--- src/rtl/mips_irq_timer.sv ---
// mips_irq_timer
//   Interval timer plus 5-source interrupt controller on the MIPS core's cop bus.
//   Sources 0..3 are the external lines (synchronized, rising-edge detected);
//   source 4 is the timer expiry. A 3-state FSM presents one request at a
//   time to the core, with a handler address of VBASE + ID*8.
//
// Register window (word offsets from BASE_ADDR):
//   0x00 CTRL   rw  {GIE, ARL, TEN}
//   0x04 RELOAD rw  write also loads COUNT
//   0x08 COUNT  ro
//   0x0C MASK   rw  [4:0]
//   0x10 PEND   r / write-1-to-clear [4:0]
//   0x14 VBASE  rw  [31:3], [2:0] read 0
//
// Ports:
//   clk, rst          core clock, async active-low reset
//   cop_addr_i        byte address of the access
//   cop_data_i        store data
//   cop_mem_ctl_i     memory control; SW_CODE marks a word store
//   cop_dout_o        combinational read data (0 on miss/unmapped)
//   ext_irq_i         asynchronous external interrupt lines
//   iack_i            interrupt acknowledge from the core
//   irq_o             interrupt request to the core
//   irq_addr_o        handler address, held while irq_o is low

// Per-line synchronizer: two flops against metastability, a third flop
// remembers the previous synchronized level for edge detection.
module mips_irq_sync (
  input  logic clk,
  input  logic rst,
  input  logic line,
  output logic rise
);
  logic s1, s2, s3;

  always_ff @(posedge clk or negedge rst) begin
    if (!rst) begin
      s1 <= 1'b0;
      s2 <= 1'b0;
      s3 <= 1'b0;
    end else begin
      s1 <= line;
      s2 <= s1;
      s3 <= s2;
    end
  end

  assign rise = s2 & ~s3;
endmodule

module mips_irq_timer #(
  parameter logic [31:0] BASE_ADDR = 32'h0000_7F00,
  parameter logic [3:0]  SW_CODE   = 4'h6
) (
  input  logic        clk,
  input  logic        rst,
  input  logic [31:0] cop_addr_i,
  input  logic [31:0] cop_data_i,
  input  logic [3:0]  cop_mem_ctl_i,
  output logic [31:0] cop_dout_o,
  input  logic [3:0]  ext_irq_i,
  input  logic        iack_i,
  output logic        irq_o,
  output logic [31:0] irq_addr_o
);
  localparam int NUM_LINES = 4;
  localparam int NUM_SRC   = NUM_LINES + 1;

  localparam logic [2:0] OFF_CTRL   = 3'd0;
  localparam logic [2:0] OFF_RELOAD = 3'd1;
  localparam logic [2:0] OFF_COUNT  = 3'd2;
  localparam logic [2:0] OFF_MASK   = 3'd3;
  localparam logic [2:0] OFF_PEND   = 3'd4;
  localparam logic [2:0] OFF_VBASE  = 3'd5;

  typedef enum logic [1:0] {IDLE, REQ, HOLD} state_t;

  typedef struct packed {
    logic       hit;
    logic       we;
    logic [2:0] off;
  } bus_req_t;

  // ---------------------------------------------------------------- bus decode
  bus_req_t bus;

  always_comb begin
    bus     = '0;
    bus.hit = (cop_addr_i[31:5] == BASE_ADDR[31:5]);
    bus.off = cop_addr_i[4:2];
    bus.we  = bus.hit && (cop_mem_ctl_i == SW_CODE);
  end

  // Byte lanes are not decoded; the block only takes word accesses.
  logic unused_addr_bits;
  assign unused_addr_bits = ^cop_addr_i[1:0];

  logic wr_ctrl, wr_reload, wr_mask, wr_pend, wr_vbase;
  assign wr_ctrl   = bus.we && (bus.off == OFF_CTRL);
  assign wr_reload = bus.we && (bus.off == OFF_RELOAD);
  assign wr_mask   = bus.we && (bus.off == OFF_MASK);
  assign wr_pend   = bus.we && (bus.off == OFF_PEND);
  assign wr_vbase  = bus.we && (bus.off == OFF_VBASE);

  // ------------------------------------------------------------ state storage
  logic               ten, arl, gie;
  logic [31:0]        reload, count;
  logic [NUM_SRC-1:0] mask, pend;
  logic [31:3]        vbase;
  state_t             state;
  logic [2:0]         id;

  // ------------------------------------------------------- external sources
  logic [NUM_LINES-1:0] ext_rise;

  for (genvar g = 0; g < NUM_LINES; g++) begin : g_sync
    mips_irq_sync u_sync (
      .clk  (clk),
      .rst  (rst),
      .line (ext_irq_i[g]),
      .rise (ext_rise[g])
    );
  end

  // The synchronizers come out of reset at 0, so a line already high would
  // look like a fresh edge once it reaches the edge flop. Edge detection is
  // held off until the chain has filled with real samples (3 edges).
  logic [1:0] arm_cnt;
  logic       armed;
  assign armed = &arm_cnt;

  always_ff @(posedge clk or negedge rst) begin
    if (!rst)        arm_cnt <= 2'd0;
    else if (!armed) arm_cnt <= arm_cnt + 2'd1;
  end

  // -------------------------------------------------------------------- timer
  // A RELOAD write wins over counting, so no expiry is taken that cycle.
  logic timer_fire;
  assign timer_fire = ten && (count == 32'd1) && !wr_reload;

  always_ff @(posedge clk or negedge rst) begin
    if (!rst) begin
      reload <= '0;
      count  <= '0;
    end else if (wr_reload) begin
      reload <= cop_data_i;
      count  <= cop_data_i;
    end else if (ten && (count != 32'd0)) begin
      if (count == 32'd1) count <= arl ? reload : 32'd0;
      else                count <= count - 32'd1;
    end
  end

  // --------------------------------------------------------------- interrupt
  logic               ack;
  logic [NUM_SRC-1:0] pend_qual, pend_set, ack_clr, w1c_clr;
  logic [2:0]         nxt_id;

  assign ack       = (state == REQ) && iack_i;
  assign pend_qual = pend & mask;
  assign pend_set  = {timer_fire, ext_rise & {NUM_LINES{armed}}};
  assign ack_clr   = ack ? (NUM_SRC'(1) << id) : '0;
  assign w1c_clr   = wr_pend ? cop_data_i[NUM_SRC-1:0] : '0;

  // Lowest set index has priority.
  always_comb begin
    nxt_id = '0;
    for (int i = NUM_SRC - 1; i >= 0; i--)
      if (pend_qual[i]) nxt_id = 3'(i);
  end

  // New events beat both clear paths for the same bit.
  always_ff @(posedge clk or negedge rst) begin
    if (!rst) pend <= '0;
    else      pend <= (pend & ~(w1c_clr | ack_clr)) | pend_set;
  end

  // A software CTRL write wins over hardware clearing of TEN/GIE.
  always_ff @(posedge clk or negedge rst) begin
    if (!rst) begin
      ten <= 1'b0;
      arl <= 1'b0;
      gie <= 1'b0;
    end else if (wr_ctrl) begin
      {gie, arl, ten} <= cop_data_i[2:0];
    end else begin
      if (timer_fire && !arl) ten <= 1'b0;
      if (ack)                gie <= 1'b0;
    end
  end

  always_ff @(posedge clk or negedge rst) begin
    if (!rst) begin
      mask  <= '0;
      vbase <= 29'(32'h0000_0050 >> 3);
    end else begin
      if (wr_mask)  mask  <= cop_data_i[NUM_SRC-1:0];
      if (wr_vbase) vbase <= cop_data_i[31:3];
    end
  end

  // Request FSM. irq_o/irq_addr_o are registered and only change on entry
  // to REQ (both) and on acknowledge (irq_o), so REQ is immune to MASK/GIE
  // /PEND changes and the address persists while irq_o is low.
  always_ff @(posedge clk or negedge rst) begin
    if (!rst) begin
      state      <= IDLE;
      id         <= '0;
      irq_o      <= 1'b0;
      irq_addr_o <= '0;
    end else begin
      unique case (state)
        IDLE: if (gie && (pend_qual != '0)) begin
          id         <= nxt_id;
          irq_o      <= 1'b1;
          irq_addr_o <= {vbase + 29'(nxt_id), 3'b000};
          state      <= REQ;
        end
        REQ: if (iack_i) begin
          irq_o <= 1'b0;
          state <= HOLD;
        end
        HOLD:    state <= IDLE;
        default: state <= IDLE;
      endcase
    end
  end

  // ---------------------------------------------------------------- readback
  always_comb begin
    cop_dout_o = '0;
    if (bus.hit) begin
      case (bus.off)
        OFF_CTRL:   cop_dout_o = {29'd0, gie, arl, ten};
        OFF_RELOAD: cop_dout_o = reload;
        OFF_COUNT:  cop_dout_o = count;
        OFF_MASK:   cop_dout_o = {27'd0, mask};
        OFF_PEND:   cop_dout_o = {27'd0, pend};
        OFF_VBASE:  cop_dout_o = {vbase, 3'b000};
        default:    cop_dout_o = '0;
      endcase
    end
  end
endmodule

--- config.mk ---
export PLATFORM = sky130hd
export DESIGN_NAME = mips_irq_timer
export DESIGN_NICKNAME = d
export VERILOG_FILES = /design/src/rtl/mips_irq_timer.sv
export SDC_FILE = /design/constraint.sdc
export NUM_CORES = 1
export LEC_CHECK = 0
export ABC_AREA = 1
export CORE_ASPECT_RATIO = 0.75
export CORE_MARGIN = 8
export CORE_UTILIZATION = 60
export CTS_CLUSTER_DIAMETER = 30
export DETAILED_ROUTE_END_ITERATION = 7
export PLACE_DENSITY = 0.94
export SETUP_SLACK_MARGIN = 0.5
export SYNTH_ARGS = -nofsm -noshare
export SYNTH_HDL_FRONTEND = slang
export SYNTH_SLANG_ARGS = --single-unit
export TNS_END_PERCENT = 5
--- constraint.sdc ---
create_clock -name clk -period 6.2 [get_ports clk]
set_clock_uncertainty 0.05 [all_clocks]
set_input_delay 1.24 -clock clk [delete_from_list [all_inputs] [get_ports clk]]
set_output_delay 1.24 -clock clk [all_outputs]
set_load 0.01 [all_outputs]
==> Word-level counts from Yosys, hierarchy flattened <==
Index checks and enable logic that the tools add are counted.
{ "totals": {"register_bits": 155, "inputBits": 75, "output_inout_bits": 65} }
{ "op_classes": {"add_sub_neg": 3, "n_eq_ne": 11, "shifts": 1, "n_mux": 23, "bitwise": 14, "n_reduce_logical": 26} }
{ "op_table": {"columns": ["op", "count"], "rows": [
  ["32-bit one-hot mux with 6 select lines", 1],
  ["32-bit two-way mux", 5],
  ["32-bit by 1-bit == test with 1-bit output, second input constant", 1],
  ["32-bit nonzero test", 1],
  ["32-bit by 1-bit subtractor with 32-bit output, second input constant", 1],
  ["29-bit by 3-bit adder with 29-bit output", 1],
  ["27-bit by 10-bit == test with 1-bit output, second input constant", 1],
  ["3-bit two-way mux", 5],
  ["1-bit logical AND", 12],
  ["5-bit AND", 2],
  ["5-bit two-way mux", 2],
  ["5-bit OR", 2],
  ["2-bit nonzero test", 4],
  ["3-bit by 2-bit == test with 1-bit output, second input constant", 2],
  ["3-bit == test, second input constant", 2],
  ["1-bit two-way mux", 6],
  ["2-bit AND reduction", 3],
  ["5-bit NOT", 1],
  ["5-bit nonzero test", 1],
  ["1-bit by 3-bit << shifter with 5-bit output, first input constant", 1],
  ["1-bit AND", 4],
  ["4-bit AND", 1],
  ["4-bit by 3-bit == test with 1-bit output, second input constant", 1],
  ["2-bit two-way mux", 2],
  ["11 further kinds", 16]
]} }

==> Depth between registers and ports, before layout <==
{ "logic_depth": {"word_depth": 8, "ltp_mapped": 16} }

==> Cells and area by module <==
Synthesis repeated with hierarchy kept, for this count alone.
{ "hier_totals": {"cells_unflattened": 1344, "hier_area_um2": 9396.5} }
{ "by_module_without_submodules": {"columns": ["mod", "instances", "cells_per_inst", "area_per_inst_um2", "seq_area_each_um2"], "rows": [
  ["mips_irq_timer", 1, 1324, 9056.2, 3580.9],
  ["mips_irq_sync", 4, 5, 85.1, 75.1]
]} }

==> Worst setup path after synthesis <==
Ideal clock, no wire load.
{ "synth_path": {"path_type": "in2out", "start": "in cop_addr_i[4]", "end": "out cop_dout_o[27]", "arrival_time_ns": 2.404, "t_required_ns": 4.910, "setup_slack_ns": 2.506, "stages": 6, "cell_sequence": "buf_2 -> nor3_4 -> buf_4 -> buf_2 -> nand2_1 -> a31oi_1"} }
{ "synth_via": {"elab_chain_cells": 3, "word_cells_on_any_way": 8, "classes_between": "5 x eq/ne; 2 x mux; 1 x reduce/logical"} }
{ "synth_lines": {"columns": ["element", "line_no", "text"], "rows": [
  ["from (decl)", "57", "input logic [31:0] cop_addr_i,"],
  ["3-bit == test (tied with other cells)", "234", "case (bus.off)"],
  ["32-bit one-hot mux with 6 select lines *", "234", null],
  ["32-bit two-way mux *", "233", "if (bus.hit) begin"],
  ["to (decl)", "60", "output logic [31:0] cop_dout_o,"]
]} }
Mark *: on every way between the ends. The rest lies on a longest branch, timed or not.

==> Final worst setup path <==
{ "layout_path": {"start": "in cop_addr_i[3]", "end": "out cop_dout_o[25]"} }
Same word-level chain as after synthesis.

==> flow_summary.yaml <==
sta:
  tightest_slew_ns: 1.10
  period_minus_slack_ns: 5.42
  rsz0062_at_grt: "no"
  hold-worst-slack_ns: 0.305
  finalWorstSetupSlack_ns: 0.775
  maxSlewHeadroom: 0.267
  setup_viol_count_final: 0
  fmax_mhz: 184
  hold_viol_final: 0
  finalCritPeriodShare: 0.875
  finalSetupTns_ns: 0
  slew_viol_final: 0
placed_design:
  io_buffers: 134
  place_area_um2: 10800
  placed_cells: 1653
  hpwl_um: 22100
  dp_slack_ns: 0.875
  gp_congestion: 0.983
floorplan:
  core_area_um2: 15300
  row_count: 39
  start_util: 0.617
  dieArea_um2: 20100
  die_h_um: 125
  ios: 140
  die_w_um: 161
worst_setup_path:
  crit_fanout: 44
  r2r_cells: 10
  rrSetupSlack_ns: 3.05
  cp_data_arrival_time_ns: 4.13
  r2r-start: "pend[1]"
  rr_endpoint: "irq_addr_o[13]"
  crit_type: "in2out"
  start_kind: "primary input"
  required_ns: 4.91
  setup.worst_path.end_class: "output pin"
finish:
  layout_common_cells: "nand2_1, dfrtp_1, clkdlybuf4s50_1, nor2_1, nand3_1"
  n_antenna_cell: 0
  stdcell_area_um2: 11400
  instances_no_fill: 1685
  mostFrequentLayoutCell: "nand2_1"
  post-route-util: 0.744
  post_route_cells_drive_above_1_share: 0.0622
  nets: 1550
  area_delta_synth_final_pct: 20.6
clocking:
  cts_sinks: 155
  clk_latency_ns: 0.43
  clk_path_buf_depth: 2
  cts_buffers: 17
  ctsResizeCount: 0
  post_cts_buffers: 0
  postCtsHoldBufs: 0
  path_clk_slew_ns: 0.07
  cts_htree_levels: 4
  cts_tree: "built"
  clock-root-buffer: "clkbuf_16"
grt:
  grt_max_degree: 108
  grt_use_total: 0.311
  antenna_found_initial: 0
  grt_pass1_vias: 9710
  grt_overflow: 0
  grt_pass1_wl_um: 50500
drt:
  first_iter_violations: 1497
  wl_per_cell_um: 18.3
  vias: 10000
  wl_um: 30900
  detail-route-antenna-nets: 0
  routed_via_density: 5.95
  drtPass1Iterations: 7
  drc: 0
pwr:
  p_seq_frac: 0.454
  total_power_mw: 2.24
  power_frac_clock: 0.495
  peakVddDrop_v: 0.000178
  switching_share: 0.248
  p_int_mw: 1.68
  combPwrFrac: 0.050
  power_density_nw_per_um2: 196
  power_leakage_nw: 5.61
  p_switching_uw: 555
logic_synthesis:
  syn_area_um2: 9460
  ys_seq_area_frac: 0.410
  ys_ff_latch: 155
  synth_area_per_cell_um2: 6.94
  synth_warnings: 0
  syn_inst: 1362
  yosysUniqueCellTypes: 50
status:
  outcome: "completed"
hold_path:
  hp-class: "reg2reg"
  min_path_cells: 0
  whs_endpoint: "g_sync[0].u_sync.s2"
  hp-start: "g_sync[0].u_sync.s1"
job:
  cap_violations: 0
-- area by class of cell --
class	instances	area [µm²]
Inverter	105	397
Fill cell	1182	3920
Multi-Input combinational cell	1047	4860
Timing Repair Buffer	141	1400
Clock inverter	15	196
Clock buffer	17	425
Sequential cell	155	3880
Tap cell	205	256
-- sequential cells by signal, summed over array words and instances (netlist names), 3 cells and up --
| register | cells |
|---|---|
| mask | 5 |
| pend | 5 |
| g_sync.u_sync.s2 | 4 |
| irq_addr_o | 29 |
| id | 3 |
| count | 32 |
| g_sync.u_sync.s1 | 4 |
| vbase | 29 |
| reload | 32 |
| g_sync.u_sync.s3 | 4 |
-- layer usage --
layer,track usage,vias up,wire length (µm)
met4,0.124,0,1220
li1,-,4566,-
met2,0.480,718,13800
met5,0,-,0
met3,0.0997,115,3850
met1,0.398,4624,12000
-- how the worst max path moves through the flow --
stage / from / to
6_report: cop_addr_i[3] / cop_dout_o[25]
5_1_grt: cop_addr_i[3] / cop_dout_o[30]
4_1_cts: cop_addr_i[3] / cop_dout_o[25]
3_5_place_dp: cop_addr_i[4] / cop_dout_o[29]
3_3_place_gp: cop_addr_i[4] / cop_dout_o[25]
2_1_floorplan: cop_addr_i[4] / cop_dout_o[27]
-- worst max-delay path: stages --
cell and delay, ns:
clkdlybuf4s50_1 0.50, inv_1 0.22, nand3_1 0.29, inv_2 0.74
buf_4 0.28, nand2_1 0.09, a31oi_1 0.19, clkdlybuf4s50_1 0.57
-- cell families (layout without fill, tap and decap cells) --
group,after synthesis,after routing,share of synthesized area
AOI/OAI and AO/OA,119,119,0.0726
xor gates and xnor gates,25,25,0.0231
adders and majority gates,8,8,0.0114
buffers and inverters,162,278,0.0791
DFF,155,155,0.410
muxes,1,1,0.00119
other,1,3,0.000396
and+or+nand+nor,891,891,0.402
-- cell usage after synthesis, drive strengths merged --
master  count  share of area
nor3       12         0.0086
o21bai      1        0.00079
xnor2      12          0.011
nor4        2         0.0013
a31oi      33          0.022
a21oi      16         0.0085
a221oi      2         0.0019
o31ai       2         0.0016
clkbuf     16         0.0063
and3        1        0.00066
nand3     114          0.063
a211oi      1        0.00079
inv       105          0.042
xor2       13          0.012
conb        1        0.00040
o22ai       4         0.0026
nand4      34          0.023
nand2     573           0.23
ha          7         0.0093
or2         3         0.0020
o21ai      55          0.029
buf        41          0.031
nor2      151          0.071
o211ai      1         0.0013
mux2        1         0.0012
dfrtp     153           0.40
a21boi      2         0.0020
a32o        1         0.0011
nand3b      1        0.00079
dfstp       2         0.0056
a22oi       1        0.00079
fa          1         0.0021
-- power groups by stage --
stage                     Combinational (mW)  Sequential (mW)  Clock (mW)
after floorplan                       0.0254             1.04           0
after global placement                 0.110             1.04           0
after detailed placement               0.111             1.04           0
after CTS                              0.112             1.02        1.11
after global routing                   0.123             1.02        1.15
final                                  0.113             1.02        1.11
Note: power is estimated with default switching activity, not from simulation.
